## src/rtl/rs_syndrome_ctrl.sv

```systemverilog
// rtl/rs_syndrome_ctrl.sv - Reed-Solomon GF(2^4) syndrome accumulator with stream handshakes
// Horner-evaluates S1..S_N_SYN over one codeword and holds the set until the consumer takes it.
module rs_syndrome_ctrl #(
   parameter int DATA_WIDTH = 4,
   parameter int N_SYM      = 15,
   parameter int N_SYN      = 6
) (
   input  logic                          i_clk,
   input  logic                          i_rst,
   input  logic                          i_clr,
   input  logic                          i_in_valid,
   output logic                          o_in_ready,
   input  logic [DATA_WIDTH-1:0]         i_in_data,
   output logic                          o_syn_valid,
   input  logic                          i_syn_ready,
   output logic [N_SYN*DATA_WIDTH-1:0]   o_syn_data,
   output logic                          o_syn_nonzero
);

   typedef enum logic {S_ACC, S_DONE} state_t;

   localparam logic [DATA_WIDTH-1:0] POLY = DATA_WIDTH'(3);
   localparam logic [3:0]            LAST = 4'(N_SYM - 1);

   state_t                          r_state;
   state_t                          w_state_next;
   logic                            r_run;
   logic [3:0]                      r_cnt;
   logic [N_SYN*DATA_WIDTH-1:0]     r_syn;
   logic [N_SYN*DATA_WIDTH-1:0]     w_syn_horner;
   logic                            w_accept;
   logic                            w_release;

   // Multiply by alpha^n: n successive shifts reduced by x^4+x+1.
   function automatic logic [DATA_WIDTH-1:0] gf_mul_pow(input logic [DATA_WIDTH-1:0] a,
                                                         input int n);
      logic [DATA_WIDTH-1:0] v;
      v = a;
      for (int i = 0; i < N_SYN; i++) begin
         if (i < n) begin
            v = {v[DATA_WIDTH-2:0], 1'b0} ^ (v[DATA_WIDTH-1] ? POLY : '0);
         end
      end
      return v;
   endfunction

   assign w_accept  = i_in_valid & o_in_ready;
   assign w_release = o_syn_valid & i_syn_ready;

   always_comb begin
      w_syn_horner = '0;
      for (int j = 0; j < N_SYN; j++) begin
         w_syn_horner[DATA_WIDTH*j +: DATA_WIDTH] =
            gf_mul_pow(r_syn[DATA_WIDTH*j +: DATA_WIDTH], j + 1) ^ i_in_data;
      end
   end

   always_ff @(posedge i_clk or posedge i_rst) begin
      if (i_rst) begin
         r_state <= S_ACC;
      end else begin
         r_state <= w_state_next;
      end
   end

   always_comb begin
      w_state_next = r_state;
      if (i_clr) begin
         w_state_next = S_ACC;
      end else begin
         case (r_state)
            S_ACC:   if (w_accept && r_cnt == LAST) w_state_next = S_DONE;
            S_DONE:  if (w_release) w_state_next = S_ACC;
            default: w_state_next = S_ACC;
         endcase
      end
   end

   always_comb begin
      o_in_ready    = r_run & (r_state == S_ACC);
      o_syn_valid   = (r_state == S_DONE);
      o_syn_data    = r_syn;
      o_syn_nonzero = |r_syn;
   end

   // Holds in_ready low until the first edge after reset is released.
   always_ff @(posedge i_clk or posedge i_rst) begin
      if (i_rst) begin
         r_run <= 1'b0;
      end else begin
         r_run <= 1'b1;
      end
   end

   always_ff @(posedge i_clk or posedge i_rst) begin
      if (i_rst) begin
         r_cnt <= '0;
         r_syn <= '0;
      end else if (i_clr) begin
         r_cnt <= '0;
         r_syn <= '0;
      end else if (w_accept) begin
         r_syn <= w_syn_horner;
         r_cnt <= (r_cnt == LAST) ? 4'd0 : r_cnt + 4'd1;
      end else if (w_release) begin
         r_syn <= '0;
      end
   end

endmodule

```

## config.mk

```make
export PLATFORM = sky130hd
export DESIGN_NAME = rs_syndrome_ctrl
export DESIGN_NICKNAME = d
export VERILOG_FILES = /design/src/rtl/rs_syndrome_ctrl.sv
export SDC_FILE = /design/constraint.sdc
export NUM_CORES = 1
export LEC_CHECK = 0
export CAP_MARGIN = 20
export CORE_MARGIN = 5
export CORE_UTILIZATION = 25
export CTS_CLUSTER_DIAMETER = 40
export CTS_CLUSTER_SIZE = 40
export DETAILED_ROUTE_END_ITERATION = 16
export GPL_TIMING_DRIVEN = 0
export MAX_ROUTING_LAYER = met4
export PLACE_DENSITY = 0.44
export SLEW_MARGIN = 20
export SYNTH_ARGS = -nofsm -noshare
export SYNTH_HDL_FRONTEND = slang
export SYNTH_SLANG_ARGS = --single-unit
```

## constraint.sdc

```tcl
create_clock -name i_clk -period 2.4 [get_ports i_clk]
set_input_delay 0.36 -clock i_clk [delete_from_list [all_inputs] [get_ports i_clk]]
set_output_delay 0.36 -clock i_clk [all_outputs]
set_load 0.01 [all_outputs]
```

==> run metrics, run 1 <==
layout cells sized above 1 between 10 and 15%; fillcell total 708; Hold Path Origin i_in_data[1]; die area approximately 8700 um^2; wire per inst 14.68 um; setup violators final 0; Max H-tree Level 2; synth warn 0; Max Cap Violations 0; Final Cycle Share 95.80%; commonest non-fill, non-tap cells in the layout clkdlybuf4s50_1, dfrtp_1, xnor2_1, inv_1, xor2_1; TritonCTS clock tree done; Final ANT Viol Nets 0; Main synth FF type dfrtp_1; CP startpoint kind flop; Crit path required time 2.04 ns; Max Clk Rate 0.4349 GHz; VDD IR-drop max 0.3783 mV; fin nets 222; Post-synth EDFFs 0; number of DRC markers in iteration 0 between 40 and 50; RSZ-0062 raised after global routing false; Seq cells post-synth 30; sequential fraction of the synthesis area 43.07%; first-pass GRT wire length 7672 um; initial antenna violation count 0; crit path from o_syn_data[22]$_DFFE_PP0P_; CP arrival between 1.5 and 2 ns; vias 1,330; worst slew pin tran 0.6557 ns; FP Rows 30; sequential cell area approximately 750 um^2; # IOs 36; Pleak 0.9946 nW; final hold violations 0; status complete, no violations; Root Driver clkbuf_8; DP Wirelength 3183 um; Worst Path Max Fanout 4; Synth Area per Inst roughly 11 um^2; Starting Density roughly a quarter; WHS 0.4842 ns; remaining global-route overflow 0; clk_lat worst skew about 0.28 ns; Fin Setup TNS 0 ns; post-synthesis net count 178; pin count of the biggest net entering global routing 31; Port Buffer Count 31; area grow syn2layout 33.31%; n_diodes 0; routed wire length 4448 um; reg-to-reg startpoint o_syn_data[22]$_DFFE_PP0P_; Final Critical Period 2.299 ns; total CTS buffers 5; via density per instance 4.389; Async SR Flop Fraction between 90% and 100%; DRC Markers 0; die outline width 93.50 um; Worst slew margin 56.22%; Total GRT Usage 11.59%; number of global-route vias before repair 1,461; Cells after Synth 162; DRT Pass-1 Iters 4; Crit Path Category flop to output pin; footprint of the multi-input gates 883.3 um^2; Core Area 6794 um^2; Synth cell types 35; clk slew on worst S/H paths 0.07 ns; max-slew violation count 0; routability cong. 0.6862; most frequent standard cell in the layout excluding fill and tap cells clkdlybuf4s50_1; maximum clock insertion buffer count 2; Post-Syn Area 1743 um^2; kind of end point of the critical path output pin; HP Class input port to flop; clock skew 0.009765 ns; P per Cell Area 686.2 nW/um^2; number of sinks on the clock net 30; die height approximately 93 um
report_power, final:
group	internal [mW]	switching, mW
sequential	0.558	0.0756
clock	0.231	0.199
combinational	0.306	0.225
kinds of logic (layout without fill, tap and decap cells):
| kind of cell | Yosys count | after routing | share of synthesized area, % |
|---|---|---|---|
| AOI/OAI and AO/OA | 37 | 37 | 16.73 |
| xor gates and xnor gates | 35 | 35 | 19.17 |
| adders and majority gates | 7 | 7 | 5.025 |
| buffers and inverters | 27 | 72 | 6.963 |
| other | 1 | 1 | 0.2152 |
| and+or+nand+nor | 24 | 24 | 8.257 |
| DFF | 30 | 30 | 43.07 |
| muxes | 1 | 1 | 0.5743 |
sequential cells by signal, summed over array words and instances (netlist names):
register     flops
o_syn_data      24
r_cnt            4
o_syn_valid      1
r_run            1
final timing paths:
kind / cells past startpoint / slack, ns / to
min reg2reg: 1 / 0.52 / r_cnt[2]$_DFFE_PP0P_
max in group asynchronous: 2 / 1.45 / o_syn_data[19]$_DFFE_PP0P_
max reg2reg: 5 / 0.82 / o_syn_data[21]$_DFFE_PP0P_
min in group asynchronous: 2 / 0.49 / o_syn_data[21]$_DFFE_PP0P_
min: 3 / 0.48 / o_syn_data[5]$_DFFE_PP0P_
max: 6 / 0.10 / o_syn_nonzero
per-stage QoR:
stage	util, %	total power [mW]	setup slack [ns]	instances	instance area [um^2]
6_report	34.20	1.594	0.1009	303	2323
5_1_grt	34.20	1.704	0.003282	303	2323
4_1_cts	33.41	1.613	0.04437	297	2270
3_5_place_dp	31.99	1.170	0.1219	289	2173
3_3_place_gp	31.99	1.168	0.1128	289	2173
2_1_floorplan	-	0.9751	0.6547	162	1743
critical path, cell delays in order (launching register included):
cell and delay [ns]:
dfrtp_2 0.43, inv_1 0.06, ha_1 0.14, and4b_1 0.21, nand4_1 0.12, or4_1 0.40, dlygate4sd2_1 0.30
layout make-up:
class	count	share of cell area (%)
Multi-Input combinational cell	105	38.02
Sequential cell	30	32.42
Timing Repair Buffer	37	15.24
Tap cell	96	5.170
Clock buffer	7	3.716
Inverter	17	2.746
Buffer	10	2.477
Clock inverter	1	0.2154
timing repair:
item	4_1_cts	5_1_grt
setup buffers	0	6
hold endpoints to repair	0	0
hold buffers	0	0
endpoints found under the setup margin	1	1
gates resized for setup	2	4
synthesized netlist by cell type, types with 2 or more instances:
cell type / instances / area (um^2)
buf_2: 7 / 35.03
xor2_1: 13 / 113.9
a31oi_1: 3 / 18.77
nand3_1: 2 / 10.01
xnor3_1: 2 / 45.04
nand2_1: 4 / 15.01
nor2_1: 5 / 18.77
dfrtp_1: 30 / 750.7
inv_1: 17 / 63.81
nor4b_1: 2 / 17.52
o31a_1: 2 / 17.52
a22oi_1: 4 / 30.03
o2bb2ai_1: 7 / 61.31
a22o_1: 12 / 105.1
o22ai_1: 5 / 31.28
ha_1: 7 / 87.58
a21oi_1: 2 / 10.01
nand3b_1: 2 / 15.01
xnor2_1: 20 / 175.2
layer usage:
metal / global-route usage [%] / vias up / share of wire (%)
li1: - / 649 / -
met1: 15.41 / 645 / 48
met2: 17.87 / 29 / 47
met3: 2.655 / 7 / 3.6
met4: 2.930 / 0 / 1.2
met5: - / - / 0
Power figures use the tool's default switching activity.
==> run 2, diff against run 1 <==
CTS_CLUSTER_SIZE = 25   (was 40)
==> results of run 2 <==
No change in the layout: final DEF, timing and power equal those of run 1.
